$ cat config.mk
export PLATFORM = sky130hd
export DESIGN_NAME = calc_engine
export DESIGN_NICKNAME = d
export VERILOG_FILES = /design/src/rtl/calc_pkg.sv /design/src/rtl/calc_btn_edge.sv /design/src/rtl/calc_engine.sv
export SDC_FILE = /design/constraint.sdc
export NUM_CORES = 1
export LEC_CHECK = 0
export CAP_MARGIN = 20
export CELL_PAD_IN_SITES_DETAIL_PLACEMENT = 0
export CELL_PAD_IN_SITES_GLOBAL_PLACEMENT = 1
export CORE_MARGIN = 2
export CORE_UTILIZATION = 47
export CTS_CLUSTER_DIAMETER = 150
export CTS_CLUSTER_SIZE = 24
export DETAILED_ROUTE_END_ITERATION = 8
export HOLD_SLACK_MARGIN = 0.06
export PLACE_DENSITY = 0.89
export SLEW_MARGIN = 30
export SYNTH_ARGS = -nofsm -noshare
export SYNTH_HDL_FRONTEND = slang
export SYNTH_HIERARCHICAL = 1
export SYNTH_SLANG_ARGS = --single-unit
$ cat constraint.sdc
create_clock -name clk -period 4.43 [get_ports clk]
set_input_delay 1.1075 -clock clk [delete_from_list [all_inputs] [get_ports clk]]
set_output_delay 1.1075 -clock clk [all_outputs]
set_load 0.02 [all_outputs]
$ cat src/rtl/calc_pkg.sv
// Shared definitions for the calculator engine: operation encoding, FSM states
// and the shift-amount width helper.
package calc_pkg;

    localparam logic [2:0] FUNC_ADD = 3'b000;
    localparam logic [2:0] FUNC_SUB = 3'b001;
    localparam logic [2:0] FUNC_MUL = 3'b010;
    localparam logic [2:0] FUNC_DIV = 3'b011;
    localparam logic [2:0] FUNC_AND = 3'b100;
    localparam logic [2:0] FUNC_OR  = 3'b101;
    localparam logic [2:0] FUNC_XOR = 3'b110;
    localparam logic [2:0] FUNC_SHL = 3'b111;

    typedef enum logic {
        IDLE = 1'b0,
        EXEC = 1'b1
    } state_t;

    // Shift amount uses B[clog2(DATA_W):0], i.e. clog2(DATA_W)+1 bits.
    function automatic int shamt_width(input int data_w);
        return $clog2(data_w) + 1;
    endfunction

endpackage

$ cat src/rtl/calc_btn_edge.sv
// Button synchroniser and rising-edge start pulse generator.
// Define CALC_DEBOUNCE_EN to require DEBOUNCE_CYCLES stable clocks before the level changes.
module calc_btn_edge #(
    parameter int DEBOUNCE_CYCLES = 16
) (
    input  logic clk,
    input  logic rst,
    input  logic button,
    output logic start
);

    logic sync1, sync2, sync3;
    logic level;

    if (DEBOUNCE_CYCLES < 1) begin : g_debounce_check
        $error("DEBOUNCE_CYCLES must be at least 1");
    end

    // NOTE: sequential state uses non-blocking assignments so every flop samples pre-edge values.
    always_ff @(posedge clk or posedge rst) begin
        if (rst) begin
            sync1 <= 1'b0;
            sync2 <= 1'b0;
        end else begin
            sync1 <= button;
            sync2 <= sync1;
        end
    end

`ifdef CALC_DEBOUNCE_EN
    localparam int DB_CNT_W = $clog2(DEBOUNCE_CYCLES + 1);

    logic [DB_CNT_W-1:0] stable_cnt;
    logic                db_level;

    // The counter runs only while the synchronised input disagrees with the held level.
    always_ff @(posedge clk or posedge rst) begin
        if (rst) begin
            stable_cnt <= '0;
            db_level   <= 1'b0;
        end else if (sync2 == db_level) begin
            stable_cnt <= '0;
        end else if (stable_cnt == DB_CNT_W'(DEBOUNCE_CYCLES - 1)) begin
            stable_cnt <= '0;
            db_level   <= sync2;
        end else begin
            stable_cnt <= stable_cnt + 1'b1;
        end
    end

    assign level = db_level;
`else
    assign level = sync2;
`endif

    always_ff @(posedge clk or posedge rst) begin
        if (rst) begin
            sync3 <= 1'b0;
        end else begin
            sync3 <= level;
        end
    end

    assign start = level & ~sync3;

endmodule

$ cat src/rtl/calc_engine.sv
// Parametrised calculator datapath: single-cycle ALU ops plus iterative shift-add
// multiply and restoring divide. Optional button debounce via CALC_DEBOUNCE_EN.
module calc_engine
    import calc_pkg::*;
#(
    parameter int DATA_W          = 8,
    parameter int RES_W           = 2 * DATA_W,
    parameter int DEBOUNCE_CYCLES = 16
) (
    input  logic              clk,
    input  logic              rst,
    input  logic              button,
    input  logic [2:0]        func,
    input  logic [DATA_W-1:0] num1,
    input  logic [DATA_W-1:0] num2,
    output logic [RES_W-1:0]  cal_result,
    output logic              busy,
    output logic              done,
    output logic              err
);

    localparam int SH_W  = shamt_width(DATA_W);
    localparam int CNT_W = $clog2(DATA_W);

    if (DATA_W < 2) begin : g_data_w_check
        $error("DATA_W must be at least 2");
    end
    if (RES_W < 2 * DATA_W) begin : g_res_w_check
        $error("RES_W must be at least 2*DATA_W");
    end

    state_t state_q, state_d;
    logic   start, accept, multi, last;

    logic [2:0]          op_func;
    logic [DATA_W-1:0]   op_a, op_b;
    logic [CNT_W-1:0]    iter;
    logic [2*DATA_W-1:0] acc, mcand, acc_nx;
    logic [DATA_W-1:0]   mplier, rem, quo, rem_nx, quo_nx;
    logic [DATA_W:0]     div_shift;
    logic                div_ge;
    logic [RES_W-1:0]    a_ext, b_ext, res_nx;

    calc_btn_edge #(
        .DEBOUNCE_CYCLES(DEBOUNCE_CYCLES)
    ) u_btn_edge (
        .clk   (clk),
        .rst   (rst),
        .button(button),
        .start (start)
    );

    assign busy   = (state_q == EXEC);
    assign accept = (state_q == IDLE) && start;
    assign multi  = (op_func == FUNC_MUL) || (op_func == FUNC_DIV);
    assign last   = !multi || (iter == CNT_W'(DATA_W - 1));

    // NOTE: every always_comb output gets a default first so no path can infer a latch.
    always_comb begin
        acc_nx    = acc + (mplier[0] ? mcand : '0);
        div_shift = {rem, quo[DATA_W-1]};
        div_ge    = div_shift >= {1'b0, op_b};
        rem_nx    = div_ge ? DATA_W'(div_shift - {1'b0, op_b}) : div_shift[DATA_W-1:0];
        quo_nx    = {quo[DATA_W-2:0], div_ge};
        a_ext     = RES_W'(op_a);
        b_ext     = RES_W'(op_b);
        res_nx    = '0;
        case (op_func)
            FUNC_ADD: res_nx = a_ext + b_ext;
            FUNC_SUB: res_nx = a_ext - b_ext;
            FUNC_MUL: res_nx = RES_W'(acc_nx);
            FUNC_DIV: res_nx = RES_W'({rem_nx, quo_nx});
            FUNC_AND: res_nx = a_ext & b_ext;
            FUNC_OR:  res_nx = a_ext | b_ext;
            FUNC_XOR: res_nx = a_ext ^ b_ext;
            FUNC_SHL: res_nx = a_ext << op_b[SH_W-1:0];
            default:  res_nx = '0;
        endcase
    end

    always_comb begin
        state_d = state_q;
        case (state_q)
            IDLE:    if (start) state_d = EXEC;
            EXEC:    if (last) state_d = IDLE;
            default: state_d = IDLE;
        endcase
    end

    always_ff @(posedge clk or posedge rst) begin
        if (rst) begin
            state_q <= IDLE;
        end else begin
            state_q <= state_d;
        end
    end

    // Divide by zero needs no special path: the quotient saturates to all ones
    // and the remainder shifts back to A on its own.
    always_ff @(posedge clk or posedge rst) begin
        if (rst) begin
            op_func    <= FUNC_ADD;
            op_a       <= '0;
            op_b       <= '0;
            iter       <= '0;
            acc        <= '0;
            mcand      <= '0;
            mplier     <= '0;
            rem        <= '0;
            quo        <= '0;
            cal_result <= '0;
            done       <= 1'b0;
            err        <= 1'b0;
        end else begin
            done <= 1'b0;
            if (accept) begin
                op_func <= func;
                op_a    <= num1;
                op_b    <= num2;
                err     <= 1'b0;
                iter    <= '0;
                acc     <= '0;
                mcand   <= {DATA_W'(0), num1};
                mplier  <= num2;
                rem     <= '0;
                quo     <= num1;
            end else if (state_q == EXEC) begin
                iter   <= iter + 1'b1;
                acc    <= acc_nx;
                mcand  <= mcand << 1;
                mplier <= mplier >> 1;
                rem    <= rem_nx;
                quo    <= quo_nx;
                if (last) begin
                    cal_result <= res_nx;
                    done       <= 1'b1;
                    if (op_func == FUNC_DIV && op_b == '0) begin
                        err <= 1'b1;
                    end
                end
            end
        end
    end

endmodule

==> results.yml, run 1 <==
status:
  status: "completed"
critical_path:
  criticalPathCategory: "flip-flop to flip-flop"
  r2r_start: "op_b[1]$_DFFE_PP0P_"
  r2r_slack_ns: 1.22
  r2r_cells: 8
  crit_fanout: 19
  critPathCaptureType: "flip-flop"
  arrival_ns: 3.44
  startpoint_type: "flip-flop"
  r2r-end: "cal_result[14]$_DFFE_PP0P_"
  required_ns: 4.66
sta:
  drv_slew: 0
  rsz0062_at_grt: "false"
  fin_setup_tns_ns: 0
  min_period_ns: 3.21
  fmax_mhz: 312
  period_share: 0.724
  hold_viol: 0
  finalClockSkew_ns: 0.00919
  setup_viol: 0
  tightestPinTransition_ns: 0.901
  slew_headroom: 0.399
clock_tree:
  path_clk_slew_ns: 0.07
  cts.sinks: 100
  cts_resized: 0
  insertion_delay_ns: 0.36
  h-tree-depth: 3
  cts_setup_buffers: 0
  tritoncts: "done"
  cts_buffer_depth: 2
  cts-root-buf: "clkbuf_16"
  holdBufCountCts: 0
  cts_buffers: 9
global_route:
  globalRouteOverflowTotal: 0
  antenna_found_initial: 0
  grt_pass1_vias: 6161
  grt_max_degree: 67
  grt_pass1_wl_um: 34800
  grt_use_total: 0.272
synthesis:
  yosys.area.top_type_share: 0.339
  syn-num-nets: 942
  syn_area_per_cell_um2: 8.51
  synth_largest_area_cell: "dfrtp_1"
  async_flop_share: 1.00
  syn_area_mm2: 0.00737
  synth_flop_cell: "dfrtp_1"
  synth_cell_type_count: 77
  ys_seq_elements: 100
  synthCells: 866
  synth_warnings: 6
  synth-seq-area-share: 0.339
  synth_area_leaders: "dfrtp_1 34%, ha_1 8.5%, nand2_1 6.5%, o21ai_0 6.3%, mux2i_1 4.6%"
  synth_edf_count: 0
pwr:
  p_seq_frac: 0.279
  powerDensity_mw_per_mm2: 822
  fin_total_pwr_mw: 6.74
  p_sw_mw: 3.41
  p_clk_frac: 0.117
  max-vdd-ir-drop_mv: 0.372
  p_sw_frac: 0.506
  p_comb_frac: 0.604
  internal_power_mw: 3.33
  leakage_nw: 3.47
route:
  route.vias.total: 6727
  drc: 0
  wire_per_inst_um: 20.1
  routed_wl_um: 22100
  antenna_left: 0
  drtIter0Drc: 868
  drtPass1Iterations: 5
  vias_per_cell: 6.14
cells_and_area:
  syn2layout_area_growth_pct: 11.3
  antennaDiodeCount: 0
  drive_above_1_share: 0.0588
  nets: 956
  layout_commonest_cell: "nand2_1"
  mostFrequentLayoutCells: "128 x nand2_1, 99 x dfrtp_1, 93 x o21ai_0"
  nFillCells: 1421
die:
  die_w_um: 129
  die_area_mm2: 0.0167
  rows: 45
  dieHeight_um: 129
  start_util: 0.483
  core_area_mm2: 0.0153
  ios: 41
placement:
  portBuffers: 40
  gp_congestion: 0.979
  place_hpwl_um: 16200
worst_hold_path:
  holdPathStages: 0
  hold_path_class: "flip-flop to flip-flop"
  min_to: "u_btn_edge/level$_DFF_PP0_"
  hp-start: "u_btn_edge/sync1$_DFF_PP0_"
job:
  maxCapViolations: 0
cell families after synthesis:
logic type | count (synthesis) | synth area share
compound gates | 266 | 0.228
xor+xnor | 19 | 0.0226
fa+ha+maj | 54 | 0.0957
buf+inv | 93 | 0.0516
flops | 100 | 0.339
mux | 48 | 0.0793
simple gates | 286 | 0.184
area by class of cell:
type                    count  area (um2)  area share
repair buffers             48         473      0.0577
well taps                 211         264      0.0322
clock inverters             7        61.3     0.00748
inverters                  48         183      0.0223
clock buffers               9         225      0.0275
multi-input cells         673        4490       0.548
flip-flops and latches    100        2500       0.305
worst max-delay path, stage by stage, from the launching register on:
cell and delay (ns):
dfrtp_1 0.76, inv_1 0.43, fa_1 0.56, a211oi_1 0.39
nor2_1 0.13, a211oi_1 0.34, a211oi_1 0.09, o31ai_1 0.26
nand4_1 0.11
routing by layer:
layer,GRT usage,share of wire,up-vias
met3,0.0727,0.088,52
met1,0.406,0.47,3187
li1,-,-,3154
met4,0.111,0.039,0
met2,0.371,0.41,334
met5,0,0,-
power by group through the flow:
stage / clock network (mW) / logic, mW / registers, mW
floorplan: 0 / 3.01 / 1.65
global placement: 0 / 3.94 / 1.87
detailed placement: 0 / 3.97 / 1.88
CTS: 0.800 / 3.98 / 1.87
global route: 0.835 / 4.45 / 1.94
finish: 0.786 / 4.07 / 1.88
worst max-delay path by stage:
stage	end	startpoint	slack (ns)
after floorplan	acc[0]$_DFFE_PP0P_	rst	0.79
after global placement	cal_result[14]$_DFFE_PP0P_	op_b[1]$_DFFE_PP0P_	1.44
after detailed placement	cal_result[14]$_DFFE_PP0P_	op_b[1]$_DFFE_PP0P_	1.27
after CTS	cal_result[14]$_DFFE_PP0P_	op_b[1]$_DFFE_PP0P_	1.26
after global routing	cal_result[14]$_DFFE_PP0P_	op_b[1]$_DFFE_PP0P_	0.94
final	cal_result[14]$_DFFE_PP0P_	op_b[1]$_DFFE_PP0P_	1.22
metrics by stage:
stage          instances   util  setup WS (ns)  cell area [um2]  hold WS, ns
6_report            1096  0.538           1.22             8200        0.351
5_1_grt             1096  0.538          0.945             8200        0.372
4_1_cts             1096  0.538           1.26             8200        0.354
3_5_place_dp        1080  0.519           1.27             7920        0.337
3_3_place_gp        1080  0.519           1.44             7920        0.334
2_1_floorplan        866      -          0.789             7370        0.331
registers in the layout, summed over array words and instances (netlist names), 8 cells and up:
register,flops
acc,16
cal_result,16
mcand,16
mplier,8
op_a,8
op_b,8
quo,8
rem,8
cell usage after synthesis, types with 5 or more instances:
cell type,instances
nand3_1,17
nand4_1,6
mux2i_1,34
o21ai_1,16
mux4_2,5
nor2b_1,8
a211oi_1,20
inv_1,43
a31oi_1,6
o22ai_1,8
buf_2,10
ha_1,50
a221oi_1,6
o31ai_1,7
o211ai_1,10
nand2b_1,14
xnor2_1,14
a2bb2oi_1,5
nand2_1,128
mux2_2,5
dfrtp_1,100
xor2_1,5
clkbuf_1,24
nor3_1,18
o21ai_0,93
nor2_1,42
or3_1,6
nor4_1,5
buf_1,8
o21a_1,9
a21oi_1,42
and2_1,17
Note: power is estimated with default switching activity, not from simulation.
==> run 2: changes to the inputs <==
--- a/config.mk
+++ b/config.mk
@@ -9,12 +9,12 @@
 export CELL_PAD_IN_SITES_DETAIL_PLACEMENT = 0
 export CELL_PAD_IN_SITES_GLOBAL_PLACEMENT = 1
 export CORE_MARGIN = 2
-export CORE_UTILIZATION = 47
+export CORE_UTILIZATION = 42
 export CTS_CLUSTER_DIAMETER = 150
 export CTS_CLUSTER_SIZE = 24
 export DETAILED_ROUTE_END_ITERATION = 8
 export HOLD_SLACK_MARGIN = 0.06
-export PLACE_DENSITY = 0.89
+export PLACE_DENSITY = 0.84
 export SLEW_MARGIN = 30
 export SYNTH_ARGS = -nofsm -noshare
 export SYNTH_HDL_FRONTEND = slang
==> constraint.sdc (replaced) <==
create_clock -name clk -period 2.9 [get_ports clk]
set_input_delay 0.725 -clock clk [delete_from_list [all_inputs] [get_ports clk]]
set_output_delay 0.725 -clock clk [all_outputs]
set_load 0.02 [all_outputs]
==> run 2 against run 1 <==
Compared with the run above: sequential share of layout area down 0.89 points; total power up 60%; clock skew up 0.0022 ns; count of clock-buffer cells in the layout up 3; highest routed layer unchanged; largest cell class unchanged; non-clock buffer count up 28; sequential power up 41%; critical path depth up 1; register-to-register slack worse by 1.0 ns.
==> results.yml, run 2 (synthesized netlist as in run 1, its figures left out) <==
die:
  die_w_um: 136
  die_area_mm2: 0.0186
  dieHeight_um: 136
  ios: 41
  rows: 48
  core_area_mm2: 0.0172
  start_util: 0.428
pwr:
  max-vdd-ir-drop_mv: 0.539
  powerDensity_mw_per_mm2: 1270
  leakage_nw: 3.61
clock_tree:
  cts_buffers: 9
  cts_setup_buffers: 0
  h-tree-depth: 3
  insertion_delay_ns: 0.37
  path_clk_slew_ns: 0.07
  tritoncts: "done"
  holdBufCountCts: 0
  cts.sinks: 100
  cts_buffer_depth: 2
  cts_resized: 0
  cts-root-buf: "clkbuf_16"
critical_path:
  r2r_cells: 9
  arrival_ns: 2.95
  r2r-end: "cal_result[10]$_DFFE_PP0P_"
  critPathCaptureType: "flip-flop"
  crit_chain: "inv_1 > ha_1 > fa_1 > or2_1 > a221oi_2 > o21a_1 > o22ai_1 > a22o_1 > a211o_1"
  required_ns: 3.15
  r2r_slack_ns: 0.19
  crit_fanout: 6
  path_buf_inv: 1
  r2r_start: "op_a[0]$_DFFE_PP0P_"
  crit_family: "compound AO/OA/AOI/OAI gates"
  criticalPathCategory: "flip-flop to flip-flop"
  cp_slowest_stage_delay_ns: 0.43
  startpoint_type: "flip-flop"
  critical-path-slowest-cell: "dfrtp_1"
cells_and_area:
  antennaDiodeCount: 0
  top_regs: "acc: 16 flops, cal_result: 16 flops, mcand: 16 flops"
  nets: 984
  drive_above_1_share: 0.0855
  layout_commonest_cell: "nand2_1"
  mostFrequentLayoutCells: "128 x nand2_1, 99 x dfrtp_1, 93 x o21ai_0"
  syn2layout_area_growth_pct: 14.6
  fin_area_mm2: 0.00845
route:
  route.vias.total: 6789
  met1Wirelength_um: 11300
  antenna_left: 0
  wire_per_inst_um: 20.4
  met2_length_um: 9390
  dr.max_layer_used: "met4"
  drtPass1Iterations: 6
  drc: 0
  drtIter0Drc: 772
  wl_met3_um: 1720
  routed_wl_um: 23200
  vias_per_cell: 5.97
global_route:
  grt_max_degree: 49
  antenna_found_initial: 0
  globalRouteOverflowTotal: 0
  grt_pass1_vias: 6104
  grt_use_total: 0.259
  grt_pass1_wl_um: 36100
worst_hold_path:
  hp-start: "u_btn_edge/sync1$_DFF_PP0_"
  min_to: "u_btn_edge/level$_DFF_PP0_"
  holdPathStages: 0
  hold_path_class: "flip-flop to flip-flop"
placement:
  gp_congestion: 0.968
  place_hpwl_um: 17800
  dpl-instance-area_mm2: 0.00814
  portBuffers: 40
sta:
  rsz0062_at_grt: "false"
  fmax_mhz: 369
  hold_viol: 0
  min_period_ns: 2.71
  fin_setup_tns_ns: 0
  period_share: 0.933
  setup_viol: 0
  drv_slew: 0
  slew_headroom: 0.509
  finalClockSkew_ns: 0.0113
  tightestPinTransition_ns: 0.732
status:
  status: "completed"
job:
  maxCapViolations: 0
==> run 2: cell types whose count changed in the layout (fill, tap and decap cells not counted), sizes merged <==
cell,change
bufinv,+1
clkinv,-2
inv,-3
buf,+28
clkbuf,+3
==> run 2: how the worst max path moves through the flow <==
| stage | start | end | slack, ns | cells after the start |
|---|---|---|---|---|
| final | op_a[0]$_DFFE_PP0P_ | cal_result[10]$_DFFE_PP0P_ | 0.19 | 9 |
| after global routing | op_a[0]$_DFFE_PP0P_ | cal_result[13]$_DFFE_PP0P_ | 0.04 | 9 |
| after CTS | op_a[0]$_DFFE_PP0P_ | cal_result[10]$_DFFE_PP0P_ | 0.22 | 9 |
| after detailed placement | op_a[0]$_DFFE_PP0P_ | cal_result[10]$_DFFE_PP0P_ | 0.24 | 9 |
| after global placement | op_a[0]$_DFFE_PP0P_ | cal_result[10]$_DFFE_PP0P_ | 0.29 | 9 |
| after floorplan | mplier[0]$_DFFE_PP0P_ | cal_result[14]$_DFFE_PP0P_ | 0.39 | 11 |
==> run 2: cell type report <==
type / count / area (um2)
well taps: 225 / 282
fillers: 1686 / 8790
clock inverters: 3 / 46.3
clock buffers: 12 / 256
repair buffers: 76 / 683
multi-input cells: 673 / 4490
inverters: 48 / 184
flip-flops and latches: 100 / 2500
==> run 2: report_power, final <==
group          switching [mW]  internal [mW]  total, mW
Sequential              0.654           2.00       2.65
Clock                   0.577          0.715       1.29
Combinational            4.08           2.73       6.82
==> run 2: per-stage QoR <==
stage	setup WS (ns)	hold WS (ns)	util	cells	power, mW
final	0.194	0.370	0.490	1137	10.8
after global routing	0.0361	0.385	0.490	1137	11.5
after CTS	0.220	0.374	0.490	1137	10.6
after detailed placement	0.238	0.353	0.472	1122	9.31
after global placement	0.295	0.333	0.472	1122	9.29
after floorplan	0.391	0.331	-	866	7.13
==> run 2: worst register-to-register path: stages, from the launching register on <==
cell and delay [ns]:
dfrtp_1 0.43, inv_1 0.11, ha_1 0.24, fa_1 0.43, or2_1 0.28, a221oi_2 0.32
o21a_1 0.22, o22ai_1 0.11, a22o_1 0.20, a211o_1 0.26
==> run 2: routing by layer <==
metal  track usage  up-vias
met3        0.0503       34
met2         0.349      288
met5             0        -
met1         0.404     3255
met4        0.0932        0
li1              -     3212
==> run 3: changes to the inputs <==
--- a/config.mk
+++ b/config.mk
@@ -8,6 +8,7 @@
 export CAP_MARGIN = 20
 export CELL_PAD_IN_SITES_DETAIL_PLACEMENT = 0
 export CELL_PAD_IN_SITES_GLOBAL_PLACEMENT = 1
+export CORE_ASPECT_RATIO = 1.4
 export CORE_MARGIN = 2
 export CORE_UTILIZATION = 42
 export CTS_CLUSTER_DIAMETER = 150
==> run 3 against run 2 <==
Compared with the run above: register-to-register slack lost 0.02 ns; worst setup slack got worse by 0.019 ns; sequential share of layout area is essentially flat; fmax shrank 0.71%; routed wire length is 2.5% lower; clock skew increased by 0.0020 ns; total power down 1.0%; via count fell by 1.6%; sequential cell count did not move; combinational power about the same; clock power decreased by 6%; core utilization barely moved; critical path type unchanged; critical endpoint is now cal_result[8]$_DFFE_PP0P_; largest cell class unchanged; largest power group unchanged; highest routed layer unchanged.
==> results.yml, run 3 (synthesized netlist as in run 1, its figures left out) <==
status:
  status: "completed"
sta:
  tightestPinTransition_ns: 0.744
  period_share: 0.940
  min_period_ns: 2.73
  fmax_mhz: 367
  fin_setup_tns_ns: 0
  finalClockSkew_ns: 0.0134
  slew_headroom: 0.504
  hold_viol: 0
  rsz0062_at_grt: "false"
  setup_viol: 0
  drv_slew: 0
clock_tree:
  holdBufCountCts: 0
  insertion_delay_ns: 0.36
  cts_buffers: 9
  cts_resized: 0
  cts-root-buf: "clkbuf_16"
  path_clk_slew_ns: 0.08
  h-tree-depth: 3
  cts_setup_buffers: 0
  cts_buffer_depth: 2
  cts.sinks: 100
  tritoncts: "done"
critical_path:
  r2r_cells: 10
  arrival_ns: 2.94
  criticalPathCategory: "flip-flop to flip-flop"
  crit_chain: "inv_1 > ha_1 > fa_1 > or2_1 > a221oi_2 > buf_4 > o21a_1 > nor2_1 > a211oi_1 > a211oi_1"
  cp_slowest_stage_delay_ns: 0.43
  crit_family: "compound AO/OA/AOI/OAI gates"
  crit_cells: 10
  startpoint: "op_a[0]$_DFFE_PP0P_"
  crit_fanout: 6
  required_ns: 3.11
  path_buf_inv: 2
  crit_path_frequent_cell: "a211oi_1"
  critPathCaptureType: "flip-flop"
  startpoint_type: "flip-flop"
  r2r_start: "op_a[0]$_DFFE_PP0P_"
  critical-path-slowest-cell: "dfrtp_1"
job:
  maxCapViolations: 0
pwr:
  powerDensity_mw_per_mm2: 1260
  leakage_nw: 3.61
  internal_power_mw: 5.37
  max-vdd-ir-drop_mv: 0.428
  p_sw_mw: 5.28
  p_comb_frac: 0.640
  p_clk_frac: 0.114
  p_seq_frac: 0.246
  p_sw_frac: 0.496
die:
  dieHeight_um: 161
  core_area_mm2: 0.0173
  ios: 41
  rows: 57
  die_w_um: 116
  start_util: 0.427
  die_area_mm2: 0.0186
global_route:
  grt_pass1_vias: 6685
  globalRouteOverflowTotal: 0
  grt_use_total: 0.252
  grt_pass1_wl_um: 36100
  antenna_found_initial: 0
  grt_max_degree: 85
worst_hold_path:
  hp-start: "u_btn_edge/sync1$_DFF_PP0_"
  hold_path_class: "flip-flop to flip-flop"
  holdPathStages: 0
cells_and_area:
  drive_above_1_share: 0.0867
  nets: 982
  syn2layout_area_growth_pct: 14.7
  final_util: 0.490
  nFillCells: 1707
  antennaDiodeCount: 0
  top_regs: "acc: 16 flops, cal_result: 16 flops, mcand: 16 flops"
  layout_commonest_cell: "nand2_1"
  mostFrequentLayoutCells: "128 x nand2_1, 99 x dfrtp_1, 93 x o21ai_0"
route:
  routed_wl_um: 22700
  wire_per_inst_um: 19.7
  drtPass1Iterations: 5
  vias_per_cell: 5.83
  route.vias.total: 6683
  drtIter0Drc: 413
  antenna_left: 0
  drc: 0
placement:
  place_hpwl_um: 17500
  portBuffers: 40
  gp_congestion: 0.921
[run 3: cell types whose count changed in the layout (fill, tap and decap cells not counted)]
cell,previous run,this run
clkbuf_8,2,1
inv_6,0,2
o21ai_1,16,15
buf_12,1,2
nor2_4,0,1
clkbuf_1,1,0
buf_4,35,32
o21ai_2,0,1
inv_8,0,1
bufinv_16,1,0
nor2_2,3,2
clkinv_4,1,2
[run 3: metrics by stage]
step / total power [mW] / instances / hold slack, ns / area [um2] / setup slack (ns)
after floorplan: 7.13 / 866 / 0.331 / 7380 / 0.391
after global placement: 9.29 / 1131 / 0.336 / 8160 / 0.245
after detailed placement: 9.33 / 1131 / 0.345 / 8160 / 0.201
after CTS: 10.6 / 1147 / 0.363 / 8460 / 0.178
after global routing: 11.5 / 1147 / 0.375 / 8460 / 0.0422
final: 10.7 / 1147 / 0.361 / 8460 / 0.174
[run 3: cell type report]
class | count | area [um2] | area share
multi-input combinational | 673 | 4500 | 0.532
sequential | 100 | 2500 | 0.296
timing repair buffer | 74 | 681 | 0.0805
tap | 236 | 295 | 0.0349
clock buffer | 10 | 239 | 0.0283
inverter | 48 | 184 | 0.0217
clock inverter | 6 | 53.8 | 0.00636
[run 3: layer usage]
| layer | GRT usage | wire length (um) |
|---|---|---|
| met1 | 0.322 | 9520 |
| met2 | 0.404 | 10600 |
| met3 | 0.0317 | 1120 |
| met4 | 0.147 | 1430 |
| met5 | 0 | 0 |
[run 3: worst paths after layout]
kind | endpoint | slack, ns
setup / recovery | cal_result[8]$_DFFE_PP0P_ | 0.17
hold / removal | u_btn_edge/level$_DFF_PP0_ | 0.36
setup reg to reg | cal_result[8]$_DFFE_PP0P_ | 0.17
hold reg to reg | u_btn_edge/level$_DFF_PP0_ | 0.36
max in group asynchronous | busy$_DFF_PP0_ | 1.47
min in group asynchronous | u_btn_edge/sync1$_DFF_PP0_ | 0.60
[run 3: power groups by stage]
stage / sequential, mW / clock (mW) / combinational [mW]
2_1_floorplan: 2.52 / 0 / 4.60
3_3_place_gp: 2.61 / 0 / 6.68
3_5_place_dp: 2.63 / 0 / 6.70
4_1_cts: 2.61 / 1.23 / 6.74
5_1_grt: 2.70 / 1.29 / 7.48
6_report: 2.62 / 1.21 / 6.82
[run 3: worst reg2reg max path: stages (launching register included)]
cell and delay (ns):
dfrtp_1 0.43, inv_1 0.11, ha_1 0.24, fa_1 0.41, or2_1 0.27, a221oi_2 0.22, buf_4 0.17, o21a_1 0.16
nor2_1 0.11, a211oi_1 0.33, a211oi_1 0.13
